===== config.mk =====
export PLATFORM = sky130hd
export DESIGN_NAME = hazard_control_flat
export DESIGN_NICKNAME = d
export VERILOG_FILES = /design/src/rtl/hazard_control_if.sv /design/src/rtl/hazard_control.sv /design/src/flat_wrapper.sv
export SDC_FILE = /design/constraint.sdc
export NUM_CORES = 1
export LEC_CHECK = 0
export ABC_AREA = 1
export BUFFER_PORTS_ARGS = -buffer_cell sky130_fd_sc_hd__buf_2
export CAP_MARGIN = 10
export CORE_AREA = 3 3 40 42
export DETAILED_ROUTE_END_ITERATION = 7
export DIE_AREA = 0 0 43 45
export MAX_ROUTING_LAYER = met4
export SKIP_LAST_GASP = 1
export SYNTH_ARGS = -nofsm -noshare
export SYNTH_HDL_FRONTEND = slang
export SYNTH_SLANG_ARGS = --single-unit
export TNS_END_PERCENT = 30

===== constraint.sdc =====
create_clock -name clock -period 1.91 [get_ports clock]
set_input_delay 0.382 -clock clock [delete_from_list [all_inputs] [get_ports clock]]
set_output_delay 0.382 -clock clock [all_outputs]
set_load 0.01 [all_outputs]

===== src/rtl/hazard_control_if.sv =====
// Pipeline hazard control bus between the hazard unit and the pipeline registers.
//   master : pipeline side, drives IF/ID and ID/EX fields plus MEM branch resolution
//   slave  : hazard unit, drives PC/IF/ID load enables, bubble/flush controls, debug state
interface hazard_control_if;
    localparam int unsigned REG_W   = 5;
    localparam int unsigned STATE_W = 2;

    logic               ifid_valid;
    logic [REG_W-1:0]   ifid_read_register1;
    logic [REG_W-1:0]   ifid_read_register2;
    logic               ifid_uses_reg2;
    logic               idex_MemRead;
    logic [REG_W-1:0]   idex_write_register;
    logic               idex_RegWrite;
    logic               branch_taken;

    logic               PC_write;
    logic               IFID_write;
    logic               IDEX_bubble;
    logic               IFID_flush;
    logic               IDEX_flush;
    logic               EXMEM_flush;
    logic [STATE_W-1:0] hz_state;

    modport master (
        output ifid_valid, ifid_read_register1, ifid_read_register2, ifid_uses_reg2,
        output idex_MemRead, idex_write_register, idex_RegWrite, branch_taken,
        input  PC_write, IFID_write, IDEX_bubble, IFID_flush, IDEX_flush, EXMEM_flush,
        input  hz_state
    );

    modport slave (
        input  ifid_valid, ifid_read_register1, ifid_read_register2, ifid_uses_reg2,
        input  idex_MemRead, idex_write_register, idex_RegWrite, branch_taken,
        output PC_write, IFID_write, IDEX_bubble, IFID_flush, IDEX_flush, EXMEM_flush,
        output hz_state
    );
endinterface


===== src/rtl/hazard_control.sv =====
// Pipeline hazard controller: load-use stall and MEM-resolved taken-branch flush.
// Ports:
//   clock       : rising-edge clock
//   reset       : asynchronous active-low reset
//   hz          : hazard_control_if.slave (pipeline fields in, stall/bubble/flush out)
//   stall_count : RUN->STALL transitions, saturating  (HAZARD_STATS_EN only)
//   flush_count : transitions into FLUSH, saturating   (HAZARD_STATS_EN only)
// Control outputs are combinational from the state and the current inputs.
// Optional feature macro: HAZARD_STATS_EN (adds the two event counters).
module hazard_control #(
    parameter int unsigned CNT_W    = 32,
    parameter int unsigned ZERO_REG = 31
) (
    input  logic             clock,
    input  logic             reset,
`ifdef HAZARD_STATS_EN
    output logic [CNT_W-1:0] stall_count,
    output logic [CNT_W-1:0] flush_count,
`endif
    hazard_control_if.slave  hz
);
    localparam int unsigned REG_W = 5;

    typedef enum logic [1:0] {
        RUN   = 2'd0,
        STALL = 2'd1,
        FLUSH = 2'd2
    } state_t;

    state_t state;
    state_t state_nxt;
    logic   load_use;
    logic   src_match;

    // Destination of an in-flight load matches a source read by the IF/ID instruction.
    assign src_match = (hz.idex_write_register == hz.ifid_read_register1) ||
                       (hz.ifid_uses_reg2 && (hz.idex_write_register == hz.ifid_read_register2));

    assign load_use = hz.idex_MemRead && hz.idex_RegWrite && hz.ifid_valid &&
                      (hz.idex_write_register != REG_W'(ZERO_REG)) && src_match;

    // State register.
    always_ff @(posedge clock or negedge reset) begin
        if (!reset) state <= RUN;
        else        state <= state_nxt;
    end

    // Next state and control outputs; FLUSH ignores everything since MEM and IF/ID hold bubbles.
    always_comb begin
        state_nxt      = RUN;
        hz.PC_write    = 1'b1;
        hz.IFID_write  = 1'b1;
        hz.IDEX_bubble = 1'b0;
        hz.IFID_flush  = 1'b0;
        hz.IDEX_flush  = 1'b0;
        hz.EXMEM_flush = 1'b0;
        case (state)
            RUN, STALL: begin
                if (hz.branch_taken) begin
                    hz.IFID_flush  = 1'b1;
                    hz.IDEX_flush  = 1'b1;
                    hz.EXMEM_flush = 1'b1;
                    state_nxt      = FLUSH;
                end else if ((state == RUN) && load_use) begin
                    // Load-use is suppressed in STALL so the stall lasts exactly one cycle.
                    hz.PC_write    = 1'b0;
                    hz.IFID_write  = 1'b0;
                    hz.IDEX_bubble = 1'b1;
                    state_nxt      = STALL;
                end
            end
            FLUSH:   state_nxt = RUN;
            default: state_nxt = RUN;
        endcase
    end

    assign hz.hz_state = state;

`ifdef HAZARD_STATS_EN
    localparam logic [CNT_W-1:0] CNT_MAX = '1;

    // Saturating event counters.
    always_ff @(posedge clock or negedge reset) begin
        if (!reset) begin
            stall_count <= '0;
            flush_count <= '0;
        end else begin
            if ((state == RUN) && (state_nxt == STALL) && (stall_count != CNT_MAX))
                stall_count <= stall_count + CNT_W'(1);
            if ((state_nxt == FLUSH) && (flush_count != CNT_MAX))
                flush_count <= flush_count + CNT_W'(1);
        end
    end
`else
    logic [CNT_W-1:0] unused_cnt_w;
    assign unused_cnt_w = '0;
`endif
endmodule


===== src/flat_wrapper.sv =====
// flat-port wrapper written by rule: the top's interface ports become plain ports
module hazard_control_flat 
#(
    parameter int unsigned CNT_W    = 32,
    parameter int unsigned ZERO_REG = 31
)
  (clock, reset, hz_ifid_valid, hz_ifid_read_register1, hz_ifid_read_register2, hz_ifid_uses_reg2, hz_idex_MemRead, hz_idex_write_register, hz_idex_RegWrite, hz_branch_taken, hz_PC_write, hz_IFID_write, hz_IDEX_bubble, hz_IFID_flush, hz_IDEX_flush, hz_EXMEM_flush, hz_hz_state);
  hazard_control_if hz_i ();
  input  logic clock;
  input  logic reset;
  input wire logic [$bits(hz_i.ifid_valid)-1:0] hz_ifid_valid;
  input wire logic [$bits(hz_i.ifid_read_register1)-1:0] hz_ifid_read_register1;
  input wire logic [$bits(hz_i.ifid_read_register2)-1:0] hz_ifid_read_register2;
  input wire logic [$bits(hz_i.ifid_uses_reg2)-1:0] hz_ifid_uses_reg2;
  input wire logic [$bits(hz_i.idex_MemRead)-1:0] hz_idex_MemRead;
  input wire logic [$bits(hz_i.idex_write_register)-1:0] hz_idex_write_register;
  input wire logic [$bits(hz_i.idex_RegWrite)-1:0] hz_idex_RegWrite;
  input wire logic [$bits(hz_i.branch_taken)-1:0] hz_branch_taken;
  output wire logic [$bits(hz_i.PC_write)-1:0] hz_PC_write;
  output wire logic [$bits(hz_i.IFID_write)-1:0] hz_IFID_write;
  output wire logic [$bits(hz_i.IDEX_bubble)-1:0] hz_IDEX_bubble;
  output wire logic [$bits(hz_i.IFID_flush)-1:0] hz_IFID_flush;
  output wire logic [$bits(hz_i.IDEX_flush)-1:0] hz_IDEX_flush;
  output wire logic [$bits(hz_i.EXMEM_flush)-1:0] hz_EXMEM_flush;
  output wire logic [$bits(hz_i.hz_state)-1:0] hz_hz_state;
  assign hz_i.ifid_valid = hz_ifid_valid;
  assign hz_i.ifid_read_register1 = hz_ifid_read_register1;
  assign hz_i.ifid_read_register2 = hz_ifid_read_register2;
  assign hz_i.ifid_uses_reg2 = hz_ifid_uses_reg2;
  assign hz_i.idex_MemRead = hz_idex_MemRead;
  assign hz_i.idex_write_register = hz_idex_write_register;
  assign hz_i.idex_RegWrite = hz_idex_RegWrite;
  assign hz_i.branch_taken = hz_branch_taken;
  assign hz_PC_write = hz_i.PC_write;
  assign hz_IFID_write = hz_i.IFID_write;
  assign hz_IDEX_bubble = hz_i.IDEX_bubble;
  assign hz_IFID_flush = hz_i.IFID_flush;
  assign hz_IDEX_flush = hz_i.IDEX_flush;
  assign hz_EXMEM_flush = hz_i.EXMEM_flush;
  assign hz_hz_state = hz_i.hz_state;
  hazard_control #(.CNT_W(CNT_W), .ZERO_REG(ZERO_REG)) u_core (.clock(clock), .reset(reset), .hz(hz_i));
endmodule

==> Word level (Yosys, flattened, before mapping) <==
Cells that the tools add are included.
{ "classes": {"n_mux": 11, "n_eq_ne": 4, "reduce_logical": 9} }
{ "op_table": {"columns": ["cell", "n"], "rows": [
  ["5-bit equality test", 2],
  ["1-bit two-way mux", 9],
  ["1-bit logical AND", 6],
  ["5-bit inequality test (second input constant)", 1],
  ["2-bit two-way mux", 2],
  ["2-bit by 1-bit equality test with 1-bit output (second input constant)", 1],
  ["2-bit logical NOT", 1],
  ["2-bit OR reduction", 1],
  ["1-bit logical OR", 1]
]} }
{ "word_totals": {"ff_bits": 2, "wordCells": 25, "output_inout_bits": 8, "inputBits": 22} }

==> Depth between registers and ports, before layout <==
{ "depth": {"depth_word": 8, "ltp_mapped": 8, "depth_no_buf": 7} }

==> Least setup slack after synthesis <==
No wires, ideal clock.
{ "synth_timing": {"kind": "input to output", "startpoint": "input hz_ifid_read_register2[0]", "endpoint": "output hz_PC_write", "path_buffers": 1, "slack_ns": 0.521, "t_required_ns": 1.528, "stages": 8, "arrival_ns": 1.007, "cell_sequence": "inv_1 -> nand2_1 -> nand2_1 -> nor2_1 -> nand3_2 -> nand2_1 -> nand2_1 -> buf_4"} }
{ "synth_via": {"elab_chain_len": 8} }
{ "synth_rtl": {"columns": ["element", "line", "text"], "rows": [
  ["from (decl)", "flat_wrapper.sv:13", "input wire logic [$bits(hz_i.ifid_read_register2)-1:0] hz_ifid_read_register2;"],
  ["5-bit equality test", "hazard_control.sv:37", "(hz.ifid_uses_reg2 && (hz.idex_write_register == hz.ifid_read_register2));"],
  ["1-bit logical AND", "hazard_control.sv:37", null],
  ["1-bit logical OR", "hazard_control.sv:36", "assign src_match = (hz.idex_write_register == hz.ifid_read_register1) ||"],
  ["1-bit logical AND", "hazard_control.sv:40", "(hz.idex_write_register != REG_W'(ZERO_REG)) && src_match;"],
  ["1-bit logical AND", "hazard_control.sv:64", "end else if ((state == RUN) && load_use) begin"],
  ["1-bit two-way mux (3 in series)", null, null],
  ["to (decl)", "flat_wrapper.sv:19", "output wire logic [$bits(hz_i.PC_write)-1:0] hz_PC_write;"]
]} }
Every way passes these cells.

==> Worst setup path in the final report <==
{ "layout_timing": {"startpoint": "register u_core.state[0], in the netlist u_core.hz.hz_state[0]", "endpoint": "output hz_IDEX_bubble"} }
{ "layout_via": {"elab_chain_len": 5, "elab_cells_between_ends": 7, "cone_classes": "eq/ne: 1; mux: 3; reduce/logical: 3"} }
{ "layout_rtl": {"columns": ["element", "line", "text"], "rows": [
  ["from (decl)", "hazard_control.sv:30", "state_t state;"],
  ["from (signal assigned)", "hazard_control.sv:45", "else state <= state_nxt;"],
  ["2-bit logical NOT", "hazard_control.sv:57, hazard_control.sv:64", null],
  ["1-bit logical AND", "hazard_control.sv:64", null],
  ["1-bit two-way mux", "hazard_control.sv:64", null],
  ["1-bit two-way mux", "hazard_control.sv:59", "if (hz.branch_taken) begin"],
  ["1-bit two-way mux (*)", "hazard_control.sv:57", "case (state)"],
  ["to (decl)", "flat_wrapper.sv:21", "output wire logic [$bits(hz_i.IDEX_bubble)-1:0] hz_IDEX_bubble;"]
]} }
Mark *: on every way between the ends. The rest lies on a longest branch, timed or not.

==> flow_summary.json <==
{
  "num_vias": 436,
  "leakage_nw": 0.3558,
  "cts_setup_buffers": 0,
  "maxSlewHeadroom_pct": 84.83,
  "peakVddDrop_mv": 0.1347,
  "vias_per_cell": 3.893,
  "maxCapViolations": 0,
  "dieArea_sq_um": 1935,
  "syn-mean-instance-area_sq_um": 4.986,
  "clock-sinks": 2,
  "clk_path_buf_depth": 2,
  "wl_per_cell_um": 7.616,
  "crit_path_start_kind": "register",
  "yosys.area_share.simple_pct": 53.56,
  "timing.fmax_mhz": 620.8,
  "cp.arrival_ns": 1.23,
  "synth.area.mux_share_pct": 0,
  "ys_ff_latch": 2,
  "die_width_um": 43,
  "place_hpwl_um": 791.2,
  "io_pins": 30,
  "grt_usage_pct": 10.10,
  "cts_tree": "yes",
  "endpoint_kind": "output port",
  "gr-total-overflow": 0,
  "setup_viol": 0,
  "synth_cells": 67,
  "hold_depth": 3,
  "diodes": 0,
  "netlist_area_sq_um": 334.1,
  "syn2layout_area_growth_pct": 52.06,
  "core_area_sq_um": 1285,
  "place.gp.congestion": 0.7062,
  "yosysSeqAreaShare_pct": 14.98,
  "ys_types": 13,
  "synth-xor-area-share_pct": 2.622,
  "cts_made_buffers": 3,
  "critPathKind": "reg -> out",
  "clkTransAtPathRegs_ns": 0.03,
  "post-place-cells": 108,
  "drc_errors": 0,
  "initial_core_util_pct": 26.00,
  "dieHeight_um": 45,
  "cts_max_level": 1,
  "status": "finished clean",
  "whs_ns": 0.4239,
  "fin_area_sq_um": 508.0,
  "rows": 13,
  "hp-class": "in -> reg",
  "drtPass1Iterations": 3,
  "yosys_warnings": 0,
  "power_uw": 211.7,
  "placed_cell_area_sq_um": 475.5,
  "finalSetupTns_ns": 0,
  "grt_max_degree": 6,
  "final_common_cell": "buf_2",
  "critPathMaxFanout": 2,
  "grt_setup_unrepaired": "false",
  "io_buffers": 29,
  "fin_cells": 112,
  "slew_viol_final": 0,
  "drive_gt1_share_pct": 42.27,
  "post-route-period-util_pct": 84.33,
  "syn-num-nets": 89,
  "final_cell_mix": "buf_2, nand2_1, inv_1",
  "worst_clock_skew_ns": 0.00001694,
  "synth_top_family_by_area": "simple AND/OR/NAND/NOR gates",
  "fin_nets": 121,
  "synth_compound_area_share_pct": 4.120,
  "antenna_found_initial": 0,
  "final_hold_viol_count": 0,
  "grt_pass1_vias": 369,
  "antenna_left": 0,
  "powerDensity_nw_per_um2": 416.8,
  "reg2reg_depth": 5,
  "synth_fa_ha_area_share_pct": 0,
  "cp.required_ns": 1.53,
  "largest_reg_flops": 2,
  "grt_pass1_wl_um": 1366,
  "routed_wirelength_um": 853,
  "tightest_slew_ns": 0.2266,
  "clk_latency_ns": 0.22,
  "cts_root_buffer": "clkbuf_4",
  "fin_crit_ns": 1.611,
  "cts_resized": 0,
  "drt_iter0_drc": 3
}
## cells by family after synthesis
logic type | Yosys count
compound gates | 2
xor+xnor | 1
buf+inv | 19
flops | 2
simple gates | 43
## area by class of cell
| cell class | instances | area, sq um |
|---|---|---|
| clock buffers | 3 | 22.52 |
| fillers | 152 | 777.0 |
| inverters | 16 | 60.06 |
| multi-input cells | 46 | 201.4 |
| flip-flops and latches | 2 | 50.05 |
| well taps | 15 | 18.77 |
| repair buffers | 30 | 155.1 |
## through the flow
stage / setup slack (ns) / util (%)
finish: 0.2992 / 39.53
global route: 0.1650 / 39.53
CTS: 0.2489 / 39.53
detailed placement: 0.3343 / 37.00
global placement: 0.3924 / 37.00
floorplan: 0.5208 / -
## routing by layer
layer / GRT usage, % / routed length, um / vias to the layer above
met5: - / 0 / -
met4: 9.036 / 8 / 0
met3: 2.390 / 115 / 2
met2: 16.47 / 385 / 24
met1: 10.07 / 343 / 160
li1: - / - / 250
## worst max-delay path, cell delays in order, from the launching register on
cell	delay (ns)
dfrtp_1	0.36
nor2_1	0.10
nand3_1	0.08
nor2_1	0.09
o21ai_1	0.10
a21oi_2	0.13
buf_2	0.15
## Yosys cell counts (all sizes together)
| library cell | n | share of area [%] |
|---|---|---|
| nand2 | 28 | 33 |
| inv | 16 | 18 |
| nor2 | 11 | 13 |
| nand3 | 4 | 7.5 |
| buf | 3 | 6.7 |
| dfrtp | 2 | 15 |
| a21oi | 1 | 2.6 |
| o21ai | 1 | 1.5 |
| xnor2 | 1 | 2.6 |
## where the power goes
part	internal [mW]	total (mW)	switching (mW)
combinational	0.0366	0.0775	0.0409
sequential	0.0443	0.0455	0.00118
clock	0.0689	0.0888	0.0199
## worst paths after layout
kind                                              endpoint                             from  slack [ns]
hold / removal             u_core.hz.hz_state[1]$_DFF_PN0_                  hz_branch_taken        0.42
max in group asynchronous  u_core.hz.hz_state[1]$_DFF_PN0_                            reset        1.32
min in group asynchronous  u_core.hz.hz_state[0]$_DFF_PN0_                            reset        0.49
setup reg to reg           u_core.hz.hz_state[0]$_DFF_PN0_  u_core.hz.hz_state[0]$_DFF_PN0_        0.97
setup / recovery                            hz_IDEX_bubble  u_core.hz.hz_state[0]$_DFF_PN0_        0.30
hold reg to reg            u_core.hz.hz_state[1]$_DFF_PN0_  u_core.hz.hz_state[1]$_DFF_PN0_        0.50
## repair_timing
action | in CTS | in global routing
endpoints found under the hold margin | 2 | 0
setup endpoints to repair | 0 | 0
hold buffers | 1 | 0
Note: power is estimated with default switching activity, not from simulation.
